File: src/rtl/ball_motion_ctrl_pkg.sv
`default_nettype none
// ============================================================================
// Module      : pong_pkg
// Description : Shared types and helpers for the pong ball engine: FSM state
//               enum, wide signed velocity type and centre-position function.
// Revision    : 1.0 - initial release
// ============================================================================
package pong_pkg;

   typedef enum logic [1:0] {
      IDLE   = 2'd0,
      SERVE  = 2'd1,
      MOVE   = 2'd2,
      SCORED = 2'd3
   } state_t;

   // Wide signed velocity used for speed-magnitude arithmetic
   localparam int VEL_W = 8;
   typedef logic signed [VEL_W-1:0] vel_t;

   // Centre coordinate of an axis spanning 0..max_coord
   function automatic int centre(input int max_coord);
      return max_coord / 2;
   endfunction

endpackage
`default_nettype wire

File: src/rtl/ball_motion_ctrl_if.sv
`default_nettype none
// ============================================================================
// Module      : ball_motion_ctrl_if
// Description : Control/status bundle between the game logic (master) and
//               the ball engine (slave).
// Revision    : 1.0 - initial release
// ============================================================================
interface ball_motion_ctrl_if #(
   parameter int X_BITS     = 3,
   parameter int Y_BITS     = 3,
   parameter int SPEED_BITS = 2
);
   logic                          start;
   logic                          tick;
   logic [Y_BITS-1:0]             paddle_l_y;
   logic [Y_BITS-1:0]             paddle_r_y;
   logic [X_BITS+Y_BITS-1:0]      pos;
   logic [2*(SPEED_BITS+1)-1:0]   vel;
   logic [1:0]                    state;
   logic                          score_l;
   logic                          score_r;

   modport master (
      output start, tick, paddle_l_y, paddle_r_y,
      input  pos, vel, state, score_l, score_r
   );

   modport slave (
      input  start, tick, paddle_l_y, paddle_r_y,
      output pos, vel, state, score_l, score_r
   );
endinterface
`default_nettype wire

File: src/rtl/ball_motion_ctrl_axis_step.sv
`default_nettype none
// ============================================================================
// Module      : ball_axis_step
// Description : One-axis step: next = coord + vel, clamped into [lo, hi],
//               with flags telling which bound was crossed.
// Revision    : 1.0 - initial release
// ============================================================================
module ball_axis_step #(
   parameter int W = 7
) (
   input  wire logic signed [W-1:0] coord,
   input  wire logic signed [W-1:0] vel,
   input  wire logic signed [W-1:0] lo,
   input  wire logic signed [W-1:0] hi,
   output logic signed [W-1:0]      next,
   output logic                     below,
   output logic                     above
);
   logic signed [W-1:0] w_sum;

   assign w_sum = coord + vel;
   assign below = (w_sum < lo);
   assign above = (w_sum > hi);
   assign next  = below ? lo : (above ? hi : w_sum);
endmodule
`default_nettype wire

File: src/rtl/ball_motion_ctrl.sv
`default_nettype none
// ============================================================================
// Module      : ball_motion_ctrl
// Description : Pong ball engine. Holds position and signed velocity, steps
//               the ball on tick strobes, reflects on walls and paddle hits,
//               pulses a score on a miss and re-serves from the centre.
//               Optional macro BALL_SPEEDUP_EN: each paddle hit raises |vx|
//               by one, saturating at MAX_SPEED.
// Revision    : 1.0 - initial release
// ============================================================================
module ball_motion_ctrl
   import pong_pkg::*;
#(
   parameter int X_BITS      = 3,
   parameter int Y_BITS      = 3,
   parameter int X_MAX       = 7,
   parameter int Y_MAX       = 7,
   parameter int PADDLE_H    = 3,
   parameter int SPEED_BITS  = 2,
   parameter int MAX_SPEED   = 2,
   parameter int TICK_DIV    = 1,
   parameter int SERVE_TICKS = 2
) (
   input wire logic           clk,
   input wire logic           rst,
   ball_motion_ctrl_if.slave  bus
);
   localparam int W     = ((X_BITS > Y_BITS) ? X_BITS : Y_BITS) + SPEED_BITS + 2;
   localparam int WP    = W + 1;
   localparam int VW    = SPEED_BITS + 1;
   localparam int XC    = centre(X_MAX);
   localparam int YC    = centre(Y_MAX);
   localparam int DIV_W = $clog2(TICK_DIV + 1);
   localparam int SRV_W = $clog2(SERVE_TICKS + 1);
`ifdef BALL_SPEEDUP_EN
   localparam int SPEED_CAP = MAX_SPEED;
`else
   // Fixed unit speed; the ceiling parameter is kept in the expression only
   // so both builds share one parameter list.
   localparam int SPEED_CAP = 1 + 0 * MAX_SPEED;
`endif

   localparam logic signed [VW-1:0] V_ONE  = VW'(1);
   localparam logic signed [W-1:0]  X_LO   = W'(1);
   localparam logic signed [W-1:0]  X_HI   = W'(X_MAX - 1);
   localparam logic signed [W-1:0]  Y_LO   = W'(0);
   localparam logic signed [W-1:0]  Y_HI   = W'(Y_MAX);

   state_t                  r_state, w_state;
   logic [X_BITS-1:0]       r_x, w_x;
   logic [Y_BITS-1:0]       r_y, w_y;
   logic signed [VW-1:0]    r_vx, w_vx, r_vy, w_vy;
   logic [DIV_W-1:0]        r_div, w_div;
   logic [SRV_W-1:0]        r_srv, w_srv;
   logic                    r_serve_right, w_serve_right;
   logic                    r_score_l, w_score_l, r_score_r, w_score_r;

   logic signed [W-1:0]     w_x_cur, w_y_cur, w_vx_ext, w_vy_ext;
   logic signed [W-1:0]     w_x_clamp, w_y_new;
   logic                    w_x_lo, w_x_hi, w_y_lo, w_y_hi;
   logic [WP-1:0]           w_y_new_u, w_pl_top, w_pl_bot, w_pr_top, w_pr_bot;
   logic                    w_hit_l, w_hit_r;
   vel_t                    w_vx_mag, w_hit_mag;

   assign w_x_cur  = $signed(W'(r_x));
   assign w_y_cur  = $signed(W'(r_y));
   assign w_vx_ext = W'(r_vx);
   assign w_vy_ext = W'(r_vy);

   // x is clamped to the live columns; crossing either bound means the paddle column was reached
   ball_axis_step #(.W(W)) u_step_x (
      .coord(w_x_cur), .vel(w_vx_ext), .lo(X_LO), .hi(X_HI),
      .next(w_x_clamp), .below(w_x_lo), .above(w_x_hi)
   );

   ball_axis_step #(.W(W)) u_step_y (
      .coord(w_y_cur), .vel(w_vy_ext), .lo(Y_LO), .hi(Y_HI),
      .next(w_y_new), .below(w_y_lo), .above(w_y_hi)
   );

   // Paddle span compared one bit wider than the coordinate so it never wraps
   assign w_y_new_u = {1'b0, w_y_new};
   assign w_pl_top  = WP'(bus.paddle_l_y);
   assign w_pl_bot  = w_pl_top + WP'(PADDLE_H - 1);
   assign w_pr_top  = WP'(bus.paddle_r_y);
   assign w_pr_bot  = w_pr_top + WP'(PADDLE_H - 1);
   assign w_hit_l   = (w_y_new_u >= w_pl_top) && (w_y_new_u <= w_pl_bot);
   assign w_hit_r   = (w_y_new_u >= w_pr_top) && (w_y_new_u <= w_pr_bot);

   // Speed after a paddle hit: one faster, saturating at the cap
   assign w_vx_mag  = r_vx[VW-1] ? -vel_t'(r_vx) : vel_t'(r_vx);
   assign w_hit_mag = (w_vx_mag >= vel_t'(SPEED_CAP)) ? vel_t'(SPEED_CAP)
                                                      : w_vx_mag + vel_t'(1);

   // Next-state, step and score logic
   always_comb begin
      w_state       = r_state;
      w_x           = r_x;
      w_y           = r_y;
      w_vx          = r_vx;
      w_vy          = r_vy;
      w_div         = r_div;
      w_srv         = r_srv;
      w_serve_right = r_serve_right;
      w_score_l     = 1'b0;
      w_score_r     = 1'b0;
      case (r_state)
         IDLE: begin
            if (bus.start) w_state = SERVE;
         end
         SERVE: begin
            if (bus.tick) begin
               if (r_srv == SRV_W'(SERVE_TICKS - 1)) begin
                  w_srv   = '0;
                  w_state = MOVE;
                  w_vx    = r_serve_right ? V_ONE : -V_ONE;
                  w_vy    = V_ONE;
               end else begin
                  w_srv = r_srv + SRV_W'(1);
               end
            end
         end
         MOVE: begin
            if (bus.tick) begin
               if (r_div == DIV_W'(TICK_DIV - 1)) begin
                  w_div = '0;
                  w_y   = Y_BITS'(w_y_new);
                  w_vy  = (w_y_lo || w_y_hi) ? -r_vy : r_vy;
                  if (w_x_lo) begin
                     if (w_hit_l) begin
                        w_x  = X_BITS'(w_x_clamp);
                        w_vx = VW'(w_hit_mag);
                     end else begin
                        w_x           = '0;
                        w_state       = SCORED;
                        w_score_r     = 1'b1;
                        w_serve_right = 1'b1;
                     end
                  end else if (w_x_hi) begin
                     if (w_hit_r) begin
                        w_x  = X_BITS'(w_x_clamp);
                        w_vx = VW'(-w_hit_mag);
                     end else begin
                        w_x           = X_BITS'(X_MAX);
                        w_state       = SCORED;
                        w_score_l     = 1'b1;
                        w_serve_right = 1'b0;
                     end
                  end else begin
                     w_x = X_BITS'(w_x_clamp);
                  end
               end else begin
                  w_div = r_div + DIV_W'(1);
               end
            end
         end
         SCORED: begin
            w_state = SERVE;
            w_x     = X_BITS'(XC);
            w_y     = Y_BITS'(YC);
         end
         default: w_state = IDLE;
      endcase
   end

   // FSM state register
   always_ff @(posedge clk or posedge rst) begin
      if (rst) r_state <= IDLE;
      else     r_state <= w_state;
   end

   // Ball position, velocity, counters and score pulses
   always_ff @(posedge clk or posedge rst) begin
      if (rst) begin
         r_x           <= X_BITS'(XC);
         r_y           <= Y_BITS'(YC);
         r_vx          <= V_ONE;
         r_vy          <= V_ONE;
         r_div         <= '0;
         r_srv         <= '0;
         r_serve_right <= 1'b1;
         r_score_l     <= 1'b0;
         r_score_r     <= 1'b0;
      end else begin
         r_x           <= w_x;
         r_y           <= w_y;
         r_vx          <= w_vx;
         r_vy          <= w_vy;
         r_div         <= w_div;
         r_srv         <= w_srv;
         r_serve_right <= w_serve_right;
         r_score_l     <= w_score_l;
         r_score_r     <= w_score_r;
      end
   end

   assign bus.pos     = {r_x, r_y};
   assign bus.vel     = {r_vx, r_vy};
   assign bus.state   = r_state;
   assign bus.score_l = r_score_l;
   assign bus.score_r = r_score_r;
endmodule
`default_nettype wire
File: src/flat_wrapper.sv
// flat-port wrapper written by rule: the top's interface ports become plain ports
module ball_motion_ctrl_flat import pong_pkg::*;
#(
   parameter int X_BITS      = 3,
   parameter int Y_BITS      = 3,
   parameter int X_MAX       = 7,
   parameter int Y_MAX       = 7,
   parameter int PADDLE_H    = 3,
   parameter int SPEED_BITS  = 2,
   parameter int MAX_SPEED   = 2,
   parameter int TICK_DIV    = 1,
   parameter int SERVE_TICKS = 2
)
  (clk, rst, bus_start, bus_tick, bus_paddle_l_y, bus_paddle_r_y, bus_pos, bus_vel, bus_state, bus_score_l, bus_score_r);
  ball_motion_ctrl_if #(.X_BITS(X_BITS), .Y_BITS(Y_BITS), .SPEED_BITS(SPEED_BITS)) bus_i ();
  input wire logic clk;
  input wire logic rst;
  input wire logic [$bits(bus_i.start)-1:0] bus_start;
  input wire logic [$bits(bus_i.tick)-1:0] bus_tick;
  input wire logic [$bits(bus_i.paddle_l_y)-1:0] bus_paddle_l_y;
  input wire logic [$bits(bus_i.paddle_r_y)-1:0] bus_paddle_r_y;
  output wire logic [$bits(bus_i.pos)-1:0] bus_pos;
  output wire logic [$bits(bus_i.vel)-1:0] bus_vel;
  output wire logic [$bits(bus_i.state)-1:0] bus_state;
  output wire logic [$bits(bus_i.score_l)-1:0] bus_score_l;
  output wire logic [$bits(bus_i.score_r)-1:0] bus_score_r;
  assign bus_i.start = bus_start;
  assign bus_i.tick = bus_tick;
  assign bus_i.paddle_l_y = bus_paddle_l_y;
  assign bus_i.paddle_r_y = bus_paddle_r_y;
  assign bus_pos = bus_i.pos;
  assign bus_vel = bus_i.vel;
  assign bus_state = bus_i.state;
  assign bus_score_l = bus_i.score_l;
  assign bus_score_r = bus_i.score_r;
  ball_motion_ctrl #(.X_BITS(X_BITS), .Y_BITS(Y_BITS), .X_MAX(X_MAX), .Y_MAX(Y_MAX), .PADDLE_H(PADDLE_H), .SPEED_BITS(SPEED_BITS), .MAX_SPEED(MAX_SPEED), .TICK_DIV(TICK_DIV), .SERVE_TICKS(SERVE_TICKS)) u_core (.clk(clk), .rst(rst), .bus(bus_i));
endmodule
File: config.mk
export PLATFORM = sky130hd
export DESIGN_NAME = ball_motion_ctrl_flat
export DESIGN_NICKNAME = d
export VERILOG_FILES = /design/src/rtl/ball_motion_ctrl_pkg.sv /design/src/rtl/ball_motion_ctrl_if.sv /design/src/rtl/ball_motion_ctrl_axis_step.sv /design/src/rtl/ball_motion_ctrl.sv /design/src/flat_wrapper.sv
export SDC_FILE = /design/constraint.sdc
export NUM_CORES = 1
export LEC_CHECK = 0
export BUFFER_PORTS_ARGS = -buffer_cell sky130_fd_sc_hd__clkbuf_2
export CORE_MARGIN = 10
export CORE_UTILIZATION = 55
export DETAILED_ROUTE_END_ITERATION = 12
export PLACE_DENSITY_LB_ADDON = 0.12
export SETUP_SLACK_MARGIN = 0.5
export SYNTH_ARGS = -nofsm -noshare
export SYNTH_HDL_FRONTEND = slang
export SYNTH_HIERARCHICAL = 1
export SYNTH_SLANG_ARGS = --single-unit
File: constraint.sdc
create_clock -name clk -period 8.2 [get_ports clk]
set_input_delay 1.64 -clock clk [delete_from_list [all_inputs] [get_ports clk]]
set_output_delay 1.64 -clock clk [all_outputs]
set_load 0.02 [all_outputs]
=== Word-level counts from Yosys, hierarchy flattened ===
Cells that the tools add are included.

* Register bits after elaboration: 20
* Input bits: 10
* Output and inout port bits: 16

* $add $sub $neg: 10
* $lt $le $gt $ge: 9
* Equality and inequality tests: 17
* Muxes and demuxes: 59
* Bitwise logic cells: 1
* Reductions and logical operators: 14

{| class="wikitable"
|+ Operators with widths
! cell !! number
|-
| $mux 3 || 25
|-
| $pmux 3 s2 || 4
|-
| $mux 2 || 10
|-
| $le 7x8->1 || 2
|-
| $mux 1 || 16
|-
| $reduce_and 8->1 || 2
|-
| $ge 7x3->1 || 2
|-
| $mux 7 || 2
|-
| $ne 2x2->1 const B || 6
|-
| $reduce_and 6->1 || 2
|-
| $add 4x3->5 || 2
|-
| $ne 3x3->1 const B || 3
|-
| $add 3x2->4 const B || 2
|-
| $ge 8x2->1 const B || 1
|-
| $mux 8 || 1
|-
| $neg 3->8 || 1
|-
| $pmux 2 s4 || 1
|-
| $gt 7x4->1 const B || 1
|-
| $lt 7x1->1 const B || 1
|-
| $ne 3x2->1 const B || 2
|-
| $neg 3->3 || 2
|-
| $reduce_bool 2->1 || 3
|-
| $gt 5x4->1 const B || 1
|-
| $lt 5x2->1 const B || 1
|-
| other kinds (12) || 17
|}

=== Logic depth before layout (Yosys ltp) ===
* Depth after elaboration: 12
* Gate-level depth with buffers: 22
* Mapped depth without buffers: 21

=== Cells and area by module ===
Netlist, hierarchy kept.

{| class="wikitable"
|+ Modules (own cells, without submodules)
! module !! times used !! cells an instance !! area an instance (µm²) !! sequential area each (µm²)
|-
| ball_axis_step || 2 || 101 || 818.3 || 0.0
|-
| ball_motion_ctrl || 1 || 163 || 1,515.2 || 484.2
|}

=== Worst setup path before layout ===
No wires, ideal clock.

* Path type: register -> register
* Start: register u_core.r_y[0]
* End: register u_core.r_state[0] (netlist: u_core/bus.state[0])
* Library setup time: 69 ps
* Data arrival time: 5,191 ps
* Data required time: 8,131 ps
* Slack: 2,940 ps
* Stages on the path, launching flop included: 20
* Path buffers: 0
* Clock period less this slack: 5,260 ps
* Cell sequence: dfstp_2 -> ha_1 -> fa_1 -> a211oi_1 -> nor2_1 -> or4_1 -> and3_1 -> ha_1 -> inv_1 -> a2111oi_0 -> a21oi_2 -> mux2_4 -> inv_1 -> ha_1 -> nand2b_1 -> a2111oi_0 -> a2111o_1 -> nand3b_1 -> a2111o_1 -> nand3_1

* Word-level cells in the longest chain between the ends: 8
* Elaborated cells on any way between the ends: 14
* Classes of those cells: add/sub: 1; order compare: 6; eq/ne: 2; mux: 2; reduce/logical: 3

{| class="wikitable"
|+ Ends and longest elaborated chain
! item !! line !! source
|-
| from (decl) || ball_motion_ctrl.sv:51 || <nowiki>logic [Y_BITS-1:0] r_y, w_y;</nowiki>
|-
| from (signal assigned) || ball_motion_ctrl.sv:176 || <nowiki>r_y <= Y_BITS'(YC);</nowiki>
|-
| from (signal assigned) || ball_motion_ctrl.sv:186 || <nowiki>r_y <= w_y;</nowiki>
|-
| $add 4x3->5 (*) || ball_motion_ctrl_axis_step.sv:21 || <nowiki>assign w_sum = coord + vel;</nowiki>
|-
| $gt 7x4->1 || ball_motion_ctrl_axis_step.sv:23 || <nowiki>assign above = (w_sum > hi);</nowiki>
|-
| $mux 7 || ball_motion_ctrl_axis_step.sv:24 || <nowiki>assign next = below ? lo : (above ? hi : w_sum);</nowiki>
|-
| $mux 7 (*) || ball_motion_ctrl_axis_step.sv:24 ||
|-
| named net u_core.w_y_new[0] || ball_motion_ctrl.sv:59 || <nowiki>logic signed [W-1:0] w_x_clamp, w_y_new;</nowiki>
|-
| $le 7x8->1, or another cell as far along || ball_motion_ctrl.sv:87 || <nowiki>assign w_hit_l = (w_y_new_u >= w_pl_top) && (w_y_new_u <= w_pl_bot);</nowiki>
|-
| $logic_and 1x1->1 (on tied branches) || ball_motion_ctrl.sv:87, ball_motion_ctrl.sv:88 ||
|-
| $ne 3x3->1 (no line) || n/a ||
|-
| $reduce_and 8->1 (no line) (*) || n/a ||
|-
| to (signal assigned) || ball_motion_ctrl.sv:169 || <nowiki>else r_state <= w_state;</nowiki>
|-
| to (decl) || ball_motion_ctrl.sv:49 || <nowiki>state_t r_state, w_state;</nowiki>
|}

The timed path passes the listed nets; every way through them passes the cells marked *.
A chain may end at the register's enable or synchronous reset.

=== Final worst setup path ===
* Start: register u_core.r_y[0]
* End: register u_core.r_vx[2]

* Word-level cells in the longest chain between the ends: 8
* Elaborated cells on any way between the ends: 14
* Classes of those cells: add/sub: 1; order compare: 6; eq/ne: 2; mux: 2; reduce/logical: 3

{| class="wikitable"
|+ Ends and longest elaborated chain
! item !! line !! source
|-
| $add 4x3->5 (*) || ball_motion_ctrl_axis_step.sv:21 ||
|-
| $gt 7x4->1 || ball_motion_ctrl_axis_step.sv:23 ||
|-
| $mux 7 || ball_motion_ctrl_axis_step.sv:24 ||
|-
| $mux 7 (*) || ball_motion_ctrl_axis_step.sv:24 ||
|-
| named net u_core.w_y_new[3] || ball_motion_ctrl.sv:59 ||
|-
| $le 7x8->1, or another cell as far along || ball_motion_ctrl.sv:87 ||
|-
| $logic_and 1x1->1 (on tied branches) || ball_motion_ctrl.sv:87, ball_motion_ctrl.sv:88 ||
|-
| $ne 3x2->1 (no line) || n/a ||
|-
| $reduce_and 8->1 (no line) (*) || n/a ||
|-
| to (signal assigned) || ball_motion_ctrl.sv:187 || <nowiki>r_vx <= w_vx;</nowiki>
|-
| to (decl) || ball_motion_ctrl.sv:52 || <nowiki>logic signed [VW-1:0] r_vx, w_vx, r_vy, w_vy;</nowiki>
|}

Marked as above.

==> results by group <==
CTS
  • Root Driver: clkbuf_8
  • TritonCTS clock tree: done
  • CTS sink cnt: 19
  • # Post-CTS Setup Buffers: 0
  • Total CTS buffers: 3
  • Cts hold-fix bufs: 0
  • CTS clk-pin slew, worst paths: approximately 0.07 ns
  • Cts repair resizes: 0
  • Max clock buf depth: 2
  • Clock Latency Late Sink: 0.25 ns
  • H-tree depth: 1

Synth
  • Mapped cell area: 3060 µm²
  • Synth warnings: 6
  • Avg Synthesized Cell Area: about 8.6 µm²
  • Gate Count Post-Synth: around 360

Worst setup path
  • CP required: ~8.4 ns
  • Startpoint types: register
  • CP arrival: a little under 6 ns
  • Worst setup EP type: register
  • Worst-path fanout max: 6
  • Reg2Reg Launch Point: u_core/r_y[0]
  • R2r setup slk: around 2.5 ns
  • FF-to-FF path depth: 19
  • Critical path class: register to register
  • RR Endpoint: u_core/r_vx[2]

Route
  • DR WL/cell: around 13 µm
  • Antenna-violating nets left: 0
  • Final wirelength: around 6400 µm
  • # DRC: 0
  • DRT Pass-1 Iters: 4
  • Total number of vias: ~2,600
  • Routed vias/inst: about 5.3
  • DRT iter0 DRCs: just over 90

Cells and area
  • Layout cell share with drive strength beyond 1: 0.131
  • Diodes inserted: 0
  • Syn-to-layout area delta: 13.1%
  • Final net count: ~500

Timing
  • F_max: around 0.17 GHz
  • Setup Skew: around 0.0041 ns
  • TNS Setup: 0 ns
  • RSZ-0062 raised after global routing: no
  • Final hold vios: 0
  • Max Transition Viols Final: 0
  • Final period utilization: 0.700
  • Final worst path period need: about 5.7 ns
  • Worst Max-Slew Pin Slew: about 0.73 ns
  • Final setup fails: 0
  • Max-slew headroom: 0.500

GRT
  • Overall Global Routing Usage: 0.148
  • GRT overflow: 0
  • Vias in the first global route: 2,554
  • First-pass GRT wire length: roughly 11,000 µm
  • Initial antenna violation count: 0
  • Largest net degree at the start of global routing: 20

Floorplan
  • Io pins: 26
  • Die ar.: around 8900 µm²
  • Die height: around 95 µm
  • Core region area: around 5400 µm²
  • Initial Utilization: 0.562
  • Core Rows: 27
  • Die width: 94.6 µm

Min path
  • Worst min-delay path class: register to register
  • Worst min-delay path startpoint: u_core/r_srv[0]
  • Hold depth: 1
  • Hold path endpoint: u_core/r_srv[1]

Placement
  • I/O Buffers: 25
  • RD Place Congestion: 0.852
  • DPL Wire Length: about 5400 µm

Job
  • Max Cap Violations: 0

Run status
  • Status: complete, no violations
## flip-flops by register name, summed over array words and instances (netlist names)
| signal | cells |
|---|---|
| u_core/r_vy | 3 |
| u_core/r_vx | 3 |
| u_core/r_x | 3 |
| u_core/r_y | 3 |
| u_core/bus.score_l | 1 |
| u_core/bus.state | 2 |
| u_core/r_srv | 2 |
| u_core/bus.score_r | 1 |
| u_core/r_serve_right | 1 |
## area by class of cell
cell class | instances | area [µm²]
Inverter | 62 | 238
Tap cell | 72 | 90.1
Clock buffer | 3 | 41.3
Timing Repair Buffer | 25 | 125
Sequential cell | 19 | 484
Multi-Input combinational cell | 317 | 2480
Fill cell | 493 | 1980
Clock inverter | 1 | 5.00
## worst max-delay path, cell delays in order (launching register included)
cell and delay [ns]:
dfstp_2 0.38, ha_1 0.23, fa_1 0.42, a211oi_1 0.23
nor2_1 0.10, or4_1 0.49, and3_1 0.21, ha_1 0.30
nand4_1 0.12, o2bb2ai_1 0.26, a21o_1 0.33, mux2i_1 0.13
mux2i_1 0.47, ha_1 0.36, or4bb_1 0.18, nand3_1 0.08
a2111oi_0 0.41, a21oi_1 0.20, o31ai_2 0.34, mux2_2 0.37
## placed cells by master (no fill, tap or decap), types with 4 or more instances in the layout
| cell type | count |
|---|---|
| a2111oi_0 | 5 |
| a211oi_1 | 11 |
| a21o_1 | 14 |
| a21oi_1 | 17 |
| clkbuf_2 | 25 |
| conb_1 | 48 |
| dfrtp_1 | 12 |
| dfstp_2 | 7 |
| ha_1 | 63 |
| inv_1 | 60 |
| mux2_4 | 4 |
| mux2i_1 | 15 |
| nand2_1 | 14 |
| nand3_1 | 6 |
| nand4_1 | 6 |
| nor2_1 | 17 |
| nor2b_1 | 6 |
| nor3_1 | 4 |
| o21a_1 | 4 |
| o21ai_0 | 13 |
| or3_1 | 4 |
| xnor2_1 | 5 |
## through the flow
stage / hold slack, ns / setup WS, ns / util / std cells / instance area, µm²
6_report: 0.485 / 2.46 / 0.636 / 499 / 3460
5_1_grt: 0.521 / 1.99 / 0.636 / 499 / 3460
4_1_cts: 0.490 / 2.48 / 0.636 / 499 / 3460
3_5_place_dp: 0.480 / 2.51 / 0.628 / 495 / 3410
3_3_place_gp: 0.469 / 2.58 / 0.628 / 495 / 3410
2_1_floorplan: 0.458 / 2.94 / - / 401 / 3230
## worst max path at each step
| stage | startpoint | to | slack [ns] |
|---|---|---|---|
| 3_5_place_dp | u_core/r_y[0] | u_core/bus.state[0] | 2.51 |
| 6_report | u_core/r_y[0] | u_core/r_vx[2] | 2.46 |
| 4_1_cts | u_core/r_y[0] | u_core/bus.state[0] | 2.48 |
| 2_1_floorplan | u_core/r_y[0] | u_core/bus.state[0] | 2.94 |
| 3_3_place_gp | u_core/r_y[0] | u_core/r_vx[2] | 2.58 |
| 5_1_grt | u_core/r_y[0] | u_core/bus.state[0] | 1.99 |
## metal layers
metal / track usage / share of wire / up-vias
met1: 0.181 / 0.46 / 1226
met4: 0.0262 / 0.0087 / 0
met2: 0.265 / 0.50 / 29
li1: - / - / 1387
met5: 0 / 0 / -
met3: 0.0270 / 0.032 / 6
Power is not shown: default switching activity piles up to over one toggle a cycle in this logic, so the estimate is an artifact.
